--- src/rtl/int_ctrl.sv ---
// Interrupt entry/exit sequencer: synchronizes a level request, saves context,
// vectors the PC, and restores PC and flags on return-from-interrupt.
module int_ctrl #(
  parameter logic [11:0] VECTOR = 12'h001
) (
  input  logic        clk_i,
  input  logic        rst,
  input  logic        cen_i,
  input  logic        int_req_i,
  input  logic        boundary_i,
  input  logic        enai_i,
  input  logic        disi_i,
  input  logic        reti_i,
  input  logic [11:0] saved_pc_i,
  input  logic        saved_c_i,
  input  logic        saved_z_i,
  output logic        save_we_o,
  output logic        int_ack_o,
  output logic        pc_load_o,
  output logic [11:0] pc_val_o,
  output logic        flag_load_o,
  output logic        c_o,
  output logic        z_o,
  output logic        int_en_o,
  output logic        in_service_o
);

  // state     | meaning
  // S_IDLE    | no interrupt active; enai/disi update ie at boundaries
  // S_SAVE    | save register write + acknowledge; ie cleared on exit
  // S_VECTOR  | PC overwritten with VECTOR
  // S_SERVICE | handler running; waits for reti at a boundary
  // S_RESTORE | PC and flags reloaded from save register; ie set on exit
  typedef enum logic [2:0] {
    S_IDLE,
    S_SAVE,
    S_VECTOR,
    S_SERVICE,
    S_RESTORE
  } state_t;

  state_t state, state_nxt;
  logic   ie, ie_nxt;
  logic   req_s1, req_s2;

  // Synchronizer runs every edge so request latency does not depend on cen_i.
  always_ff @(posedge clk_i) begin
    if (!rst) begin
      req_s1 <= 1'b0;
      req_s2 <= 1'b0;
    end else begin
      req_s1 <= int_req_i;
      req_s2 <= req_s1;
    end
  end

  always_ff @(posedge clk_i) begin
    if (!rst) begin
      state <= S_IDLE;
      ie    <= 1'b0;
    end else if (cen_i) begin
      state <= state_nxt;
      ie    <= ie_nxt;
    end
  end

  always_comb begin
    state_nxt    = state;
    ie_nxt       = ie;
    save_we_o    = 1'b0;
    int_ack_o    = 1'b0;
    pc_load_o    = 1'b0;
    pc_val_o     = 12'h000;
    flag_load_o  = 1'b0;
    c_o          = 1'b0;
    z_o          = 1'b0;
    in_service_o = 1'b0;
    case (state)
      S_IDLE: begin
        if (boundary_i) begin
          // disi has priority over enai when both decode in one instruction
          if (disi_i)      ie_nxt = 1'b0;
          else if (enai_i) ie_nxt = 1'b1;
          if (ie && req_s2 && !disi_i) state_nxt = S_SAVE;
        end
      end
      S_SAVE: begin
        save_we_o = 1'b1;
        int_ack_o = 1'b1;
        ie_nxt    = 1'b0;
        state_nxt = S_VECTOR;
      end
      S_VECTOR: begin
        pc_load_o = 1'b1;
        pc_val_o  = VECTOR;
        state_nxt = S_SERVICE;
      end
      S_SERVICE: begin
        in_service_o = 1'b1;
        if (boundary_i && reti_i) state_nxt = S_RESTORE;
      end
      S_RESTORE: begin
        pc_load_o   = 1'b1;
        pc_val_o    = saved_pc_i;
        flag_load_o = 1'b1;
        c_o         = saved_c_i;
        z_o         = saved_z_i;
        ie_nxt      = 1'b1;
        state_nxt   = S_IDLE;
      end
      default: state_nxt = S_IDLE;
    endcase
  end

  assign int_en_o = ie;

endmodule

--- config.mk ---
export PLATFORM = sky130hd
export DESIGN_NAME = int_ctrl
export DESIGN_NICKNAME = d
export VERILOG_FILES = /design/src/rtl/int_ctrl.sv
export SDC_FILE = /design/constraint.sdc
export NUM_CORES = 1
export LEC_CHECK = 0
export CAP_MARGIN = 10
export CORE_MARGIN = 10
export CORE_UTILIZATION = 30
export DETAILED_ROUTE_END_ITERATION = 10
export PLACE_DENSITY = 0.78
export SLEW_MARGIN = 30
export SYNTH_ARGS = -nofsm -noshare
export SYNTH_HDL_FRONTEND = slang
export SYNTH_SLANG_ARGS = --single-unit
--- constraint.sdc ---
create_clock -name clk_i -period 1.2 [get_ports clk_i]
set_input_delay 0.18 -clock clk_i [delete_from_list [all_inputs] [get_ports clk_i]]
set_output_delay 0.18 -clock clk_i [all_outputs]
set_load 0.01 [all_outputs]
==> metrics.txt, run 1 <==
Max-Cap Viols 0; Worst Hold End int_en_o; fillcell total 100; DRT iter0 DRCs 10; cts hold-fix bufs 0; Least-Margin Pin Slew approximately 0.4 ns; Seq/Total Area, Yosys between 20% and 30%; Tmin final 1.359 ns; Pwr Total approximately 510 uW; drt wl/cell 15.51 um; initial antenna violation count 0; vias in the first global route 684; CTS Sinks 6; post-synthesis cell count 61; CP max stage cell dfxtp_2; Slew HR 72.99%; first-pass GRT wire length between 3 and 4 mm; Starting Density 31.68%; count leader, synth and2_1; post-synthesis cell type count 22; Max VDD drop approximately 0.0005 V; Final TNS setup -2.369 ns; Crit. End Element primary output; clock slew at reported path FFs ~0.050 ns; R2R Setup Slk -0.04 ns; Final period util 113.3%; Num CTS Buffers 3; Die Y just under 60 um; I/O pin count 42; Overflow after GRT 0; Core Region 1489 um^2; hpwl dp 1.636 mm; violated checks setup timing; Setup WS pre-CTS -0.4149 ns; syn_area_per_cell between 7 and 8 um^2; R2R cell count 5; Warnings, synthesis 0; async set or reset register ratio after synthesis 0%; post-route ant nets 0; slowest stage delay, CP between 0.3 and 0.4 ns; area leader, netlist dfxtp_1; hold_ws approximately 0.40 ns; routed vias 657; Synth top area share 25.46%; top post-synthesis cells by area dfxtp_1 25%, and2_1 21%, and2b_1 4.8%; routed vias/inst 4.903; Buf+Inv Stages, Crit Path 2; Bufs on Longest Clock Path 2; worst endpoint required time 1.02 ns; ys flop type dfxtp_1; DP Cell Count 130; setup ws final -0.1593 ns; f_max between 0.7 and 0.8 GHz; run status complete, but fails checks; flops & latches, synth 6; final hold vios 0; largest net degree at the start of global routing 8; PwrDens 448.0 nW/um^2; FF/Latch Area 126.4 um^2; residual DRC count 0; CP max FO 7; ant diodes 0; die area between 3000 and 4000 um^2; H-tree levels 1; leak pwr 0.5194 nW; Post-synth top cells 16 x and2_1, 6 x dfxtp_1, 4 x a21oi_1; Reg-to-Reg Start state[1]; CTS Root Cell clkbuf_4; worst setup path class register to primary output; Clock Skews 0.001908 ns; Worst-Skew Late Latency 0.25 ns; HP Start cen_i; critical path startpoint category register; fraction of layout cells with a size suffix above 1 55.93%; final setup fails 20; Net Count, Synth 83; RSZ-0062 raised after global routing yes; number of flops mapped to enable cells by yosys 0; Worst Hold Class primary input to register; Synth Cell Area about 470 um^2; Tot GR Track Use 11.73%; cell family with most CP delay simple AND/OR/NAND/NOR gates; max-slew violation count 0; Site Rows 14; WL final 2.079 mm; Hold Crit Depth 4; Die X 59.65 um; port buffer count 41; non-filler cells, final 134; CTS tree yes; area delta synth->final 141.4%; reg-to-reg endpoint int_en_o; routability cong. 0.8104; Data arrival, critical path between 1 and 1.5 ns; crit-path cells nand2b_4, nor2_4, buf_6, and2_1, buf_2; nets@finish roughly 140; Multi-input gate area approximately 420 um^2; drt pass-1 iters 4
==> logic make-up after synthesis <==
family / count (synthesis) / share of synthesized area [%]
flops: 6 / 25.47
simple gates: 36 / 46.69
buf+inv: 6 / 8.753
compound gates: 13 / 19.10
==> layout make-up <==
type	count	share of cell area (%)
timing repair buffer	58	47.80
multi-input combinational	49	36.70
sequential	6	11.10
clock buffer	3	1.978
tap	16	1.758
inverter	2	0.6593
==> worst max path at each step <==
stage / start / to / slack (ns) / cells past startpoint
5_1_grt: state[1] / z_o / -0.23 / 5
6_report: state[1] / z_o / -0.16 / 5
4_1_cts: state[1] / pc_val_o[7] / -0.18 / 5
2_1_floorplan: state[0] / save_we_o / 0.01 / 4
3_3_place_gp: saved_pc_i[0] / pc_val_o[0] / -0.38 / 4
3_5_place_dp: saved_pc_i[0] / pc_val_o[0] / -0.41 / 4
==> state kept, by name, indices dropped and copies added, names as in the netlist <==
name,flops
int_en_o,1
req_s1,1
req_s2,1
state,3
==> layer usage <==
| layer | GRT usage (%) | vias to the layer above | routed length (um) |
|---|---|---|---|
| li1 | - | 321 | - |
| met1 | 13.43 | 298 | 905 |
| met2 | 19.71 | 38 | 944 |
| met3 | 3.390 | 0 | 230 |
| met4 | 4.808 | 0 | 0 |
| met5 | 0 | - | 0 |
==> timing repair <==
item                       4_1_cts  5_1_grt
pin swaps                       14        9
hold endpoints to repair         0        0
resized for setup              111       20
setup buffers                    1        0
setup endpoints to repair       21       22
gates cloned                     1        0
==> worst reg2reg max path: stages (launching register included) <==
cell and delay [ns]:
dfxtp_2 0.31, buf_4 0.16, buf_4 0.14, nand2b_4 0.15, a2111oi_4 0.27, o2bb2ai_1 0.15
==> through the flow <==
stage | cell area [um^2] | util (%)
after floorplan | 471.7 | -
after global placement | 988.4 | 66.39
after detailed placement | 988.4 | 66.39
after CTS | 1072 | 72.02
after global routing | 1139 | 76.47
final | 1139 | 76.47
==> report_power, final <==
part / internal [mW] / leakage, nW / switching, mW
Combinational: 0.0823 / 0.455 / 0.0332
Clock: 0.113 / 0.0138 / 0.0770
Sequential: 0.202 / 0.0507 / 0.00179
Total: 0.398 / 0.519 / 0.112
==> placed cells by master, fill, tap and decap left out, types with 3 or more instances in the layout <==
| cell | n |
|---|---|
| buf_6 | 18 |
| buf_2 | 6 |
| and2_4 | 12 |
| and2_1 | 5 |
| buf_4 | 12 |
| dfxtp_1 | 3 |
| nor2b_4 | 3 |
| clkdlybuf4s50_1 | 20 |
| nand2b_4 | 3 |
| and2b_1 | 3 |
| clkbuf_4 | 3 |
Note: power is estimated with default switching activity, not from simulation.
==> inputs of run 2 (changes only) <==
--- a/config.mk
+++ b/config.mk
@@ -5,6 +5,7 @@
 export SDC_FILE = /design/constraint.sdc
 export NUM_CORES = 1
 export LEC_CHECK = 0
+export ABC_CLOCK_PERIOD_IN_PS = 1200
 export CAP_MARGIN = 10
 export CORE_MARGIN = 10
 export CORE_UTILIZATION = 30
==> results of run 2 <==
Same layout as run 1: the final DEF is identical, and so are final timing and power.
